<file path="src/rtl/memory_arbiter.sv">
// Two-requester memory arbiter: one access outstanding, registered strobes.
// Define ARBITER_ROUND_ROBIN_EN for round-robin; fixed priority to 0 otherwise.
module memory_arbiter #(
  parameter int CORE            = 0,
  parameter int DATA_WIDTH      = 32,
  parameter int ADDRESS_BITS    = 20,
  parameter int SCAN_CYCLES_MIN = 0,
  parameter int SCAN_CYCLES_MAX = 1000
) (
  input  logic                      clock,
  input  logic                      reset,
  input  logic                      req0_read,
  input  logic                      req0_write,
  input  logic [DATA_WIDTH/8-1:0]   req0_byte_en,
  input  logic [ADDRESS_BITS-1:0]   req0_address,
  input  logic [DATA_WIDTH-1:0]     req0_data,
  output logic                      req0_ready,
  output logic                      req0_resp_valid,
  output logic [DATA_WIDTH-1:0]     req0_resp_data,
  input  logic                      req1_read,
  input  logic                      req1_write,
  input  logic [DATA_WIDTH/8-1:0]   req1_byte_en,
  input  logic [ADDRESS_BITS-1:0]   req1_address,
  input  logic [DATA_WIDTH-1:0]     req1_data,
  output logic                      req1_ready,
  output logic                      req1_resp_valid,
  output logic [DATA_WIDTH-1:0]     req1_resp_data,
  input  logic                      memory_ready,
  output logic                      memory_read,
  output logic                      memory_write,
  output logic [DATA_WIDTH/8-1:0]   memory_byte_en,
  output logic [ADDRESS_BITS-1:0]   memory_address,
  output logic [DATA_WIDTH-1:0]     memory_data,
  input  logic                      memory_resp_valid,
  input  logic [DATA_WIDTH-1:0]     memory_resp_data,
  input  logic                      scan
);

  typedef enum logic [1:0] {
    IDLE,
    ISSUE,
    WAIT_RESP
  } state_t;

  state_t      state;
  state_t      state_next;
  logic        owner;
  logic [31:0] cycle;
  logic        pend0;
  logic        pend1;
  logic        win;
  logic        accept;
  logic        resp_hit;

  logic                    sel_read;
  logic                    sel_write;
  logic [DATA_WIDTH/8-1:0] sel_be;
  logic [ADDRESS_BITS-1:0] sel_addr;
  logic [DATA_WIDTH-1:0]   sel_data;

  assign pend0 = req0_read | req0_write;
  assign pend1 = req1_read | req1_write;

`ifdef ARBITER_ROUND_ROBIN_EN
  logic last_grant;

  // Contention goes to whoever did not win last time.
  always_comb begin
    win = ~pend0;
    if (pend0 && pend1) win = ~last_grant;
  end

  // Remember the most recent winner.
  always_ff @(posedge clock) begin
    if (reset) last_grant <= 1'b1;
    else if (accept) last_grant <= win;
  end
`else
  // Requester 0 always wins contention.
  always_comb begin
    win = ~pend0;
  end
`endif

  assign sel_read  = win ? req1_read    : req0_read;
  assign sel_write = win ? req1_write   : req0_write;
  assign sel_be    = win ? req1_byte_en : req0_byte_en;
  assign sel_addr  = win ? req1_address : req0_address;
  assign sel_data  = win ? req1_data    : req0_data;

  // Next-state decode plus accept / response qualifiers.
  always_comb begin
    state_next = state;
    accept     = 1'b0;
    resp_hit   = 1'b0;
    unique case (state)
      IDLE: begin
        if (memory_ready && (pend0 || pend1)) begin
          accept     = ~reset;
          state_next = ISSUE;
        end
      end
      ISSUE: begin
        state_next = memory_read ? WAIT_RESP : IDLE;
      end
      WAIT_RESP: begin
        if (memory_resp_valid) begin
          resp_hit   = ~reset;
          state_next = IDLE;
        end
      end
      default: state_next = IDLE;
    endcase
  end

  assign req0_ready      = accept & ~win;
  assign req1_ready      = accept & win;
  assign req0_resp_valid = resp_hit & ~owner;
  assign req1_resp_valid = resp_hit & owner;
  assign req0_resp_data  = req0_resp_valid ? memory_resp_data : '0;
  assign req1_resp_data  = req1_resp_valid ? memory_resp_data : '0;

  // State, capture registers and free-running cycle counter.
  always_ff @(posedge clock) begin
    if (reset) begin
      state          <= IDLE;
      owner          <= 1'b0;
      cycle          <= 32'd0;
      memory_read    <= 1'b0;
      memory_write   <= 1'b0;
      memory_byte_en <= '0;
      memory_address <= '0;
      memory_data    <= '0;
    end else begin
      state        <= state_next;
      cycle        <= cycle + 32'd1;
      memory_read  <= 1'b0;
      memory_write <= 1'b0;
      if (accept) begin
        owner          <= win;
        memory_read    <= sel_read;
        memory_write   <= sel_write & ~sel_read;
        memory_byte_en <= sel_be;
        memory_address <= sel_addr;
        memory_data    <= sel_data;
      end
    end
  end

`ifndef SYNTHESIS
  localparam logic signed [63:0] SMIN = 64'(SCAN_CYCLES_MIN);
  localparam logic signed [63:0] SMAX = 64'(SCAN_CYCLES_MAX);
  logic signed [63:0] cycle_s;
  assign cycle_s = {32'd0, cycle};

  // Debug trace inside the configured cycle window.
  always_ff @(posedge clock) begin
    if (scan && cycle_s >= SMIN && cycle_s <= SMAX)
      $display("[scan] core=%0d cycle=%0d state=%s owner=%0d rd=%b wr=%b be=%h addr=%h data=%h",
               CORE, cycle, state.name(), owner, memory_read, memory_write,
               memory_byte_en, memory_address, memory_data);
  end
`endif

endmodule
</file>
<file path="config.mk">
export PLATFORM = sky130hd
export DESIGN_NAME = memory_arbiter
export DESIGN_NICKNAME = d
export VERILOG_FILES = /design/src/rtl/memory_arbiter.sv
export SDC_FILE = /design/constraint.sdc
export NUM_CORES = 1
export LEC_CHECK = 0
export BUFFER_PORTS_ARGS = -buffer_cell sky130_fd_sc_hd__buf_4
export CAP_MARGIN = 20
export CORE_AREA = 2 2 109 111
export DETAILED_ROUTE_END_ITERATION = 6
export DIE_AREA = 0 0 111 113
export PLACE_DENSITY = 0.65
export SLEW_MARGIN = 0
export SYNTH_ARGS = -nofsm -noshare
export SYNTH_HDL_FRONTEND = slang
export SYNTH_SLANG_ARGS = --single-unit
</file>
<file path="constraint.sdc">
create_clock -name clock -period 2.15 [get_ports clock]
set_clock_uncertainty 0.1 [all_clocks]
set_input_delay 0.215 -clock clock [delete_from_list [all_inputs] [get_ports clock]]
set_output_delay 0.215 -clock clock [all_outputs]
set_load 0.02 [all_outputs]
</file>
Word-level counts from Yosys, hierarchy flattened

Index checks and enable logic that the tools add are counted.

Equal/unequal tests: 4
Mux-type cells: 15
Bitwise operators: 12
Reductions and logical operators: 5

Operators by type and width:

| operator                                            | number |
|---|---|
| 2-to-1 mux 32 bit                                   | 3 |
| 2-to-1 mux 20 bit                                   | 1 |
| 2-to-1 mux 1 bit                                    | 6 |
| 2-to-1 mux 2 bit                                    | 3 |
| one-hot mux 2 bit (3 select lines)                  | 1 |
| AND 1 bit                                           | 5 |
| NOT 1 bit                                           | 5 |
| 2-to-1 mux 4 bit                                    | 1 |
| inequality test 2 bit, second input constant        | 2 |
| equality test 2 x 1 -> 1 bit, second input constant | 1 |
| equality test 2 bit, second input constant          | 1 |
| zero test 2 bit                                     | 1 |
| OR 1 bit                                            | 2 |
| AND reduction 2 bit                                 | 1 |
| OR reduction 2 bit                                  | 1 |
| logical AND 1 bit                                   | 1 |
| logical OR 1 bit                                    | 1 |

Bits in registers: 61
Output and inout port bits: 126
Logic and storage cells: 43

Longest topological paths before layout

Word-level depth: 7
Gate-level depth with buffers: 6

Least setup slack after synthesis

OpenSTA, ideal clock, no wires.

Path type: input to output
From: input req0_write
To: output req1_ready
Arrival time: 1.471 ns
Required time: 1.835 ns
Setup slack: 0.364 ns
Stages: 5
Path buffers: 3
Cells stage by stage: or4_1 -> clkbuf_1 -> clkbuf_1 -> buf_2 -> and3_1

Longest elaborated chain between the ends: 6
Elaborated cells between the ends (all ways): 7
Classes of those cells: 2 x mux; 3 x bitwise; 2 x reduce/logical

RTL lines:

| item              | RTL line | source |
|---|---|---|
| from (decl)       | 13       | `input logic req0_write,` |
| OR 1 bit *        | 61       | `assign pend0 = req0_read \| req0_write;` |
| logical OR 1 bit  | 98       | `if (memory_ready && (pend0 \|\| pend1)) begin` |
| logical AND 1 bit | 98       |  |
| 2-to-1 mux 1 bit  | 98       |  |
| 2-to-1 mux 1 bit  | 96       | `unique case (state)` |
| AND 1 bit *       | 117      | `assign req1_ready = accept & win;` |
| to (decl)         | 25       | `output logic req1_ready,` |

Mark *: on every way between the ends. The rest lies on a longest branch, timed or not.

Worst setup path after layout

From: register state[1]
To: output req1_ready

Longest elaborated chain between the ends: 3

RTL lines:

| item                   | RTL line | source |
|---|---|---|
| from (decl)            | 45       | `state_t state;` |
| from (signal assigned) | 135      | `state <= state_next;` |
| zero test 2 bit        | 96       |  |
| 2-to-1 mux 1 bit       | 96       |  |
| AND 1 bit              | 117      |  |

Every way passes these cells.

==> run_results.csv <==
group,metric,value,unit
clock_network,clkLatencyLatePin,0.32,ns
drt,wl_per_cell,18.1,µm
finish,syn2layout_area_growth,73.1,%
global_routing,grt-ovfl-total,0,
drt,routed_wl,14800,µm
worst_setup_path,crit_buf_inv,2,
min_path,hold_class,"input pin to register",
yosys,synthSimpleGateAreaFrac,0.209,
power_and_ir_drop,peakVddDrop,485,µV
die,io_pins,279,
worst_setup_path,crit_slowest_cell,"nor4b_4",
clock_network,clock-sinks,61,
sta,min_period_over_period,0.963,
worst_setup_path,start_kind,"register",
yosys,synthTopCellsByArea,"dfxtp_1 36%, a311oi_2 13%, and2_1 12%",
yosys,synth-xor-area-share,0,
yosys,yosysWarnings,0,
power_and_ir_drop,power,3.66,mW
die,rows,39,
drt,firstDrtPassIters,4,
yosys,syn_area,3430,µm²
sta,rsz0062_at_grt,"yes",
worst_setup_path,required,1.84,ns
finish,seq_area,1220,µm²
drt,drc,0,
yosys,yosysSeqAreaShare,0.356,
min_path,hold_depth,3,
finish,finalNetCount,824,
power_and_ir_drop,p_int,2.66,mW
worst_setup_path,crit_fanout,58,
yosys,synth_nets,574,
sta,finalSetupViolations,0,
drt,ant_nets,0,
yosys,synth_compound_area_frac,0.367,
worst_setup_path,cp_top_family,"simple AND/OR/NAND/NOR gates",
die,fp.dieH,113,µm
power_and_ir_drop,switching_power,0.998,mW
die,fp.dieW,111,µm
global_routing,antenna_found_initial,0,
min_path,min_to,"memory_read$_SDFF_PP0_",
worst_setup_path,r2r_slack,0.13,ns
power_and_ir_drop,comb_power_share,0.222,
power_and_ir_drop,pwr-share-seq,0.344,
clock_network,cts_root_buffer,"clkbuf_16",
clock_network,cts_setup_buffers,0,
outcome,status,"finished clean",
yosys,syn_inst,421,
die,die_area,12500,µm²
yosys,synth_top_cell_by_area,"dfxtp_1",
worst_setup_path,worstSetupPathType,"register to primary output",
clock_network,cts_max_level,3,
drt,initialDrtViolationCount,240,
drt,viasPerCell,5.17,
yosys,synth_top_family_by_area,"compound AO/OA/AOI/OAI gates",
finish,drive_gt1_frac,0.504,
yosys,synth_top_area_share,0.356,
finish,multiInputGateArea,2000,µm²
sta,hold_violations,0,
finish,final_cell_mix,"287 x buf_4, 64 x and2_1, 61 x dfxtp_1",
clock_network,clock_path_buffers,2,
power_and_ir_drop,power.share.clock,0.434,
place,place_congestion,0.935,
die,core-area,11300,µm²
drt,vias,4233,
yosys,yosys_register_bits,61,
place,dp_hpwl,10700,µm
sta,worst_pin_slew,0.814,ns
power_and_ir_drop,swShare,0.273,
yosys,synth.distinct_cells,22,
worst_setup_path,worstPathCellList,"nor4b_4 > buf_12 > and3_1 > buf_4",
clock_network,cts_made_buffers,9,
worst_setup_path,reg2reg_depth,3,
worst_setup_path,r2r-end,"memory_address[3]$_SDFFE_PP0P_",
power_and_ir_drop,p_leak,2.65,nW
yosys,synth_fa_ha_area_frac,0,
clock_network,post_cts_resized,2,
global_routing,track_usage,0.227,
global_routing,grt_max_degree,59,
die,start_util,0.304,
sta,maxSlewViolCount,0,
place,dp_cells,803,
worst_setup_path,crit_arrival,1.76,ns
worst_setup_path,r2r_start,"state[1]$_SDFFE_PP0P_",
power_and_ir_drop,power_density,617,nW/µm²
global_routing,grt_pass1_wl,23000,µm
sta,slew_headroom,0.457,
sta,fin_crit,2.07,ns
sta,max_freq,483,MHz
clock_network,clkTransAtPathRegs,0.06,ns
yosys,synth_mux_area_frac,0,
finish,finalNonFillerCells,819,
worst_setup_path,end_kind,"primary output",
yosys,syn_avg_cell_area,8.15,µm²
finish,fillers,1076,
finish,final_common_cell,"buf_4",
worst_setup_path,cpPeakStageDelay,0.39,ns
clock_network,cts_tree,"yes",
job,drv_cap,0,
finish,diodes,0,
clock_network,hold_buffers,0,
place,portBuffers,277,
global_routing,grt_pass1_vias,4135,
min_path,hp-start,"req1_read",
## power groups by stage
stage | combinational (mW) | sequential [mW] | clock [mW]
floorplan | 0.304 | 1.37 | 0
global placement | 0.801 | 1.28 | 0
detailed placement | 0.816 | 1.28 | 0
CTS | 0.818 | 1.26 | 1.63
global route | 0.881 | 1.27 | 1.68
finish | 0.813 | 1.26 | 1.59
## metal layers
layer | track usage | wire [µm] | part of all wire
met5 | 0 | 0 | 0
met1 | 0.266 | 5780 | 0.39
met3 | 0.0530 | 962 | 0.065
met2 | 0.402 | 7600 | 0.51
met4 | 0.0883 | 449 | 0.030
## layout make-up
| cell class | count | share of cell area |
|---|---|---|
| clock inverter | 6 | 0.0158 |
| tap | 143 | 0.0301 |
| clock buffer | 10 | 0.0402 |
| inverter | 2 | 0.00126 |
| sequential | 61 | 0.206 |
| timing repair buffer | 289 | 0.369 |
| multi-input combinational | 308 | 0.337 |
## cells in the mapped netlist
| library cell | number |
|---|---|
| clkbuf_1 | 36 |
| a311oi_1 | 26 |
| a21oi_1 | 60 |
| a311oi_2 | 30 |
| nor3_1 | 2 |
| nor4b_2 | 1 |
| and3_1 | 1 |
| and2_1 | 64 |
| buf_6 | 4 |
| dfxtp_1 | 61 |
| inv_1 | 2 |
| and4b_1 | 1 |
| nor2_1 | 5 |
| or4_1 | 1 |
| o21ai_0 | 56 |
| nand3b_1 | 1 |
| buf_1 | 2 |
| nand2_1 | 57 |
| or4b_2 | 1 |
| and2_4 | 1 |
| and4_1 | 1 |
| buf_2 | 8 |
## worst max-delay path by stage
| stage | slack (ns) | end | from | depth (start not counted) |
|---|---|---|---|---|
| 2_1_floorplan | 0.36 | req1_ready | req0_write | 5 |
| 3_3_place_gp | 0.12 | memory_data[19]$_SDFFE_PP0P_ | req0_write | 4 |
| 3_5_place_dp | 0.04 | memory_data[28]$_SDFFE_PP0P_ | req0_write | 4 |
| 4_1_cts | 0.03 | req0_ready | state[1]$_SDFFE_PP0P_ | 3 |
| 5_1_grt | -0.01 | req1_ready | state[1]$_SDFFE_PP0P_ | 4 |
| 6_report | 0.08 | req1_ready | state[1]$_SDFFE_PP0P_ | 4 |
## kinds of logic after synthesis
| kind of cell | count (synthesis) |
|---|---|
| and+or+nand+nor | 136 |
| AOI/OAI and AO/OA | 172 |
| DFF | 61 |
| buffers and inverters | 52 |
## registers in the layout, summed over array words and instances, names as in the netlist
signal and count:
memory_data 32, memory_address 20, memory_byte_en 4, state 2, memory_read 1, memory_write 1
owner 1
## per-stage QoR
stage | cell area (µm²) | util | TNS, ns | worst slack (ns) | hold WS (ns)
floorplan | 3430 | - | 0 | 0.364 | 0.260
finish | 5940 | 0.527 | 0 | 0.0790 | 0.0622
global placement | 5600 | 0.496 | 0 | 0.120 | 0.377
CTS | 5940 | 0.527 | 0 | 0.0300 | 0.0517
detailed placement | 5600 | 0.496 | 0 | 0.0386 | 0.391
global route | 5940 | 0.527 | -0.0110 | -0.0110 | 0.0593
## worst reg2reg max path, cell delays in order (launching register included)
cell	delay, ns
dfxtp_1	0.37
nor4b_4	0.39
and2_4	0.76
a311oi_2	0.23
Power figures use the tool's default switching activity.
